<file path="config.mk">
export PLATFORM = sky130hd
export DESIGN_NAME = symbol_sequencer
export DESIGN_NICKNAME = d
export VERILOG_FILES = /design/src/rtl/symbol_sequencer.sv
export SDC_FILE = /design/constraint.sdc
export NUM_CORES = 1
export LEC_CHECK = 0
export BUFFER_PORTS_ARGS = -buffer_cell sky130_fd_sc_hd__buf_2
export CAP_MARGIN = 25
export CORE_ASPECT_RATIO = 0.75
export CORE_MARGIN = 2
export CORE_UTILIZATION = 65
export DETAILED_ROUTE_END_ITERATION = 6
export PLACE_DENSITY = 0.83
export SLEW_MARGIN = 20
export SYNTH_ARGS = -nofsm -noshare
export SYNTH_HDL_FRONTEND = slang
export SYNTH_SLANG_ARGS = --single-unit
</file>
<file path="constraint.sdc">
create_clock -name Clk100M -period 5.4 [get_ports Clk100M]
set_input_delay 1.62 -clock Clk100M [delete_from_list [all_inputs] [get_ports Clk100M]]
set_output_delay 1.62 -clock Clk100M [all_outputs]
set_load 0.02 [all_outputs]
</file>
<file path="src/rtl/symbol_sequencer.sv">
// symbol_sequencer
//   Source side of the symbol-counting game. Draws a pseudo-random symbol
//   stream from a free-running 16-bit Galois LFSR. Each symbol is shown for
//   DWELL_CYCLES, followed by GAP_CYCLES of blank. The block counts how many
//   times the latched magic symbol is emitted, and frames each round with
//   single-cycle start/stop pulses.
//
// Ports
//   Clk100M          in   system clock, rising edge
//   Reset            in   asynchronous active-high reset
//   go               in   request a new round (honoured only in IDLE/DONE)
//   magicSymbol      in   target symbol, latched when a round launches
//   symbol           out  currently displayed symbol code
//   symbolValid      out  high while a symbol is displayed
//   start            out  one-cycle pulse on the first cycle of a round
//   stop             out  one-cycle pulse on the first DONE cycle
//   magicSymbolCount out  magic symbols emitted this round (saturates at 255)
//   busy             out  high while a round is in progress
//   done             out  high after a round completes, until the next go
//
// Optional build macro
//   SYMSEQ_NO_REPEAT_EN : when defined, a draw that equals the previously
//   displayed symbol is bumped by one (mod 2^SYMBOL_W). This never applies
//   to the first symbol of a round.
//
// State | meaning
//   IDLE | waiting for go after reset
//   SHOW | symbol displayed, dwell timer running
//   GAP  | blank between symbols, gap timer running
//   DONE | round finished, count and symbol held

module symbol_sequencer #(
  parameter int          SYMBOL_W     = 3,
  parameter int          NUM_SYMBOLS  = 16,
  parameter int          DWELL_CYCLES = 50000000,
  parameter int          GAP_CYCLES   = 10000000,
  parameter logic [15:0] LFSR_SEED    = 16'hACE1
) (
  input  logic                Clk100M,
  input  logic                Reset,
  input  logic                go,
  input  logic [SYMBOL_W-1:0] magicSymbol,
  output logic [SYMBOL_W-1:0] symbol,
  output logic                symbolValid,
  output logic                start,
  output logic                stop,
  output logic [7:0]          magicSymbolCount,
  output logic                busy,
  output logic                done
);

  typedef enum logic [1:0] {IDLE, SHOW, GAP, DONE} state_t;

  localparam logic [31:0] DWELL_LOAD = 32'(DWELL_CYCLES - 1);
  localparam logic [31:0] GAP_LOAD   = 32'(GAP_CYCLES - 1);
  localparam logic [7:0]  LAST_IDX   = 8'(NUM_SYMBOLS - 1);

  state_t              state, state_next;
  logic [15:0]         lfsr, lfsr_next;
  logic [31:0]         timer, timer_next;
  logic [7:0]          idx, idx_next;
  logic [SYMBOL_W-1:0] magic, magic_next;
  logic [SYMBOL_W-1:0] symbol_next, raw_draw, draw;
  logic [7:0]          count_next;
  logic                start_next, stop_next;

  // Right-shifting Galois form; it runs in every state, so round content
  // depends on when go arrives.
  assign lfsr_next = {1'b0, lfsr[15:1]} ^ (lfsr[0] ? 16'hB400 : 16'h0000);
  assign raw_draw  = lfsr[SYMBOL_W-1:0];

`ifdef SYMSEQ_NO_REPEAT_EN
  // Draws taken in GAP are always idx>0. The register symbol still holds
  // the previously displayed value.
  assign draw = (state == GAP && raw_draw == symbol) ? raw_draw + SYMBOL_W'(1) : raw_draw;
`else
  assign draw = raw_draw;
`endif

  assign symbolValid = (state == SHOW);
  assign busy        = (state == SHOW) || (state == GAP);
  assign done        = (state == DONE);

  always_comb begin
    state_next  = state;
    timer_next  = timer;
    idx_next    = idx;
    magic_next  = magic;
    symbol_next = symbol;
    count_next  = magicSymbolCount;
    start_next  = 1'b0;
    stop_next   = 1'b0;
    case (state)
      IDLE, DONE: begin
        if (go) begin
          state_next  = SHOW;
          timer_next  = DWELL_LOAD;
          idx_next    = 8'd0;
          magic_next  = magicSymbol;
          symbol_next = draw;
          count_next  = (draw == magicSymbol) ? 8'd1 : 8'd0;
          start_next  = 1'b1;
        end
      end
      SHOW: begin
        if (timer == 32'd0) begin
          state_next = GAP;
          timer_next = GAP_LOAD;
        end else begin
          timer_next = timer - 32'd1;
        end
      end
      GAP: begin
        if (timer == 32'd0) begin
          if (idx < LAST_IDX) begin
            state_next  = SHOW;
            timer_next  = DWELL_LOAD;
            idx_next    = idx + 8'd1;
            symbol_next = draw;
            if (draw == magic && magicSymbolCount != 8'hFF)
              count_next = magicSymbolCount + 8'd1;
          end else begin
            state_next = DONE;
            stop_next  = 1'b1;
          end
        end else begin
          timer_next = timer - 32'd1;
        end
      end
      default: state_next = IDLE;
    endcase
  end

  always_ff @(posedge Clk100M or posedge Reset) begin
    if (Reset) begin
      state            <= IDLE;
      lfsr             <= LFSR_SEED;
      timer            <= 32'd0;
      idx              <= 8'd0;
      magic            <= '0;
      symbol           <= '0;
      magicSymbolCount <= 8'd0;
      start            <= 1'b0;
      stop             <= 1'b0;
    end else begin
      state            <= state_next;
      lfsr             <= lfsr_next;
      timer            <= timer_next;
      idx              <= idx_next;
      magic            <= magic_next;
      symbol           <= symbol_next;
      magicSymbolCount <= count_next;
      start            <= start_next;
      stop             <= stop_next;
    end
  end

endmodule

</file>
==> reports/metrics.cfg <==
[finish]
num_antenna_cells = 0
layout.cells.non_filler = 499
syn2layout_area_growth_pct = 8.85
nets = 429
nFillCells = 413
drive_gt1_share_pct = 17.3
regArea_um2 = 1860
multi_input_area_um2 = 1790

[synthesis]
synth_warnings = 0
netlist_area_um2 = 3800
synth_area_leaders = dfrtp_1, dfstp_2, a21oi_1
synth_top_area_share_pct = 43.4
synth-main-ff-cell = dfrtp_1
synth_compound_area_share_pct = 19.3
synth.mux.area_fraction_pct = 0.888
ys_async_sr_fraction_pct = 100
synth_seq_cells = 74
yosys-top-cells-count = dfrtp_1, a21oi_1, nand2_1
synthAdderAreaFrac_pct = 2.30
synth_xor_area_share_pct = 2.99
synth.distinct_cells = 55
synth_top_family_by_area = simple AND/OR/NAND/NOR gates
yosysSeqAreaShare_pct = 48.9
synth_edf_count = 0
synth_area_leader_cell = dfrtp_1
avgSynthCellArea_um2 = 9.49
synth_cells = 401
yosysMostFrequentCell = dfrtp_1
syn_nets = 414
synth-simple-area-share_pct = 21.7

[global_routing]
grtUsageTotal_pct = 27.7
grt_pass1_vias = 2916
grt_max_degree = 51
gr-total-overflow = 0
grt_pass1_wl_mm = 14.0
grt_antenna_before_repair = 0

[detailed_routing]
wl_met3_um = 664
drc = 0
wirelength_mm = 8.48
vias = 3185
wl_per_cell_um = 17.0
dr_wl_met2_mm = 3.77
routed.top_layer = met4
antenna_left = 0
drtIter0Drc = 331
firstDrtPassIters = 5
via_per_inst = 6.38
wl_met1_mm = 3.95

[floorplanning]
start_util_pct = 66.3
core-area_um2 = 5740
dieArea_um2 = 6490
ios = 22
die_h_um = 70.3
rows = 24
die_width_um = 92.3

[setup_path]
critPathMaxStageDelay_ns = 0.56
cp.required_ns = 3.78
reg2reg_depth = 8
crit_path_max_fanout = 13
slowest_stage = ha_1
crit_chain = inv_1 -> ha_1 -> inv_1 -> buf_2
crit_arrival_ns = 1.83
crit_type = flip-flop to output port
cp-end-kind = output port
startpoint_type = flip-flop
crit_top_cell = inv_1

[min_path]
hold_depth = 0
min_path_type = flip-flop to flip-flop

[clock_network]
postCtsSetupRepairBufs = 0
cts_root_buffer = clkbuf_8
cts_tree = yes
cts_made_buffers = 9
cts.sinks = 74
cts_resized = 0
clock_latency_ns = 0.35
clock_path_buffers = 2
htree_levels = 3
clkTransAtPathRegs_ns = 0.08
hold_buffers = 0

[timing]
max_freq_ghz = 0.290
fin_worst_skew_ns = 0.00751
drv_slew = 0
slew-limit-headroom_pct = 30.7
fin_crit_ns = 3.45
setup_tns_ns = 0
tightest_slew_ns = 1.03
finalCritPeriodShare_pct = 63.8
hold_viol_final = 0
rsz0062_at_grt = no
setup_viol = 0
setup_slack_ns = 1.96

[place]
place_congestion = 0.898
place_ws_ns = 1.77
dp.cells = 483
numPortBuffers = 21
dpl.hpwl_mm = 5.88

[power_and_ir_drop]
peakVddDrop_mv = 0.208
powerDensity_nw_per_um2 = 246
leakage_nw = 1.90

[flow_run]
cap_viol_max_count = 0

[run_status]
status = finished clean

[cells in the final DEF (no fill, tap or decap), types with 4 or more instances in the layout]
cell / instances
or3_1: 5
nor4_1: 5
nor3_1: 13
o21ai_0: 26
a21oi_1: 41
clkbuf_8: 9
a21o_1: 4
nand4_1: 4
and3_1: 7
dfstp_2: 8
buf_2: 21
o31ai_1: 6
nor4_2: 4
dfrtp_1: 66
nand2_1: 39
a31oi_1: 15
inv_1: 15
nor2_1: 37
ha_1: 7
nand3_1: 18
and2_1: 4
xor2_1: 10
o22a_1: 7
[per-layer routing]
layer  up-vias  GRT usage (%)
li1       1482              -
met1      1549           41.0
met2       141           40.3
met3        13           6.80
met4         0           9.78
met5         -              0
[stage by stage]
step / hold slack [ns] / power (mW) / utilization [%] / cell area, um^2
3_5_place_dp: 0.335 / 0.580 / 68.6 / 3930
6_report: 0.350 / 1.02 / 72.2 / 4140
4_1_cts: 0.360 / 1.03 / 72.2 / 4140
2_1_floorplan: 0.331 / 0.574 / - / 3800
3_3_place_gp: 0.337 / 0.580 / 68.6 / 3930
5_1_grt: 0.364 / 1.06 / 72.2 / 4140
[power by group]
group | leakage, nW | internal (mW) | switching (mW)
Combinational | 0.884 | 0.00246 | 0.0117
Sequential | 0.912 | 0.554 | 0
Clock | 0.103 | 0.222 | 0.229
Total | 1.90 | 0.778 | 0.241
[layout make-up]
cell class / count / area share, %
Sequential cell: 74 / 45.0
Multi-Input combinational cell: 292 / 43.3
Clock buffer: 9 / 2.99
Timing Repair Buffer: 23 / 2.90
Tap cell: 78 / 2.36
Clock inverter: 7 / 2.02
Inverter: 16 / 1.48
[worst max-delay path: cells and delay by family (launching register included)]
kind	cells	cell delay, ns
adders and majority gates	1	0.56
buffers and inverters	3	0.49
DFF	1	0.42
[registers in the layout, summed over array words and instances, names as in the netlist]
signal            flops
start                 1
lfsr                 16
symbol                3
stop                  1
timer                32
magic                 3
magicSymbolCount      8
idx                   8
state                 2
[cells by family (layout without fill, tap and decap cells)]
family	after synthesis	count (layout)
compound gates	117	117
xor+xnor	13	13
fa+ha+maj	7	7
buf+inv	35	55
flops	74	74
mux	3	3
simple gates	152	152
[worst paths after layout]
check / start / endpoint / slack, ns
setup / recovery: state[0] / busy / 1.96
max in group asynchronous: Reset / lfsr[7] / 3.15
hold reg to reg: lfsr[3] / lfsr[2] / 0.35
hold / removal: lfsr[3] / lfsr[2] / 0.35
min in group asynchronous: Reset / lfsr[9] / 1.39
setup reg to reg: timer[0] / magicSymbolCount[7] / 2.26
Power figures use the tool's default switching activity.
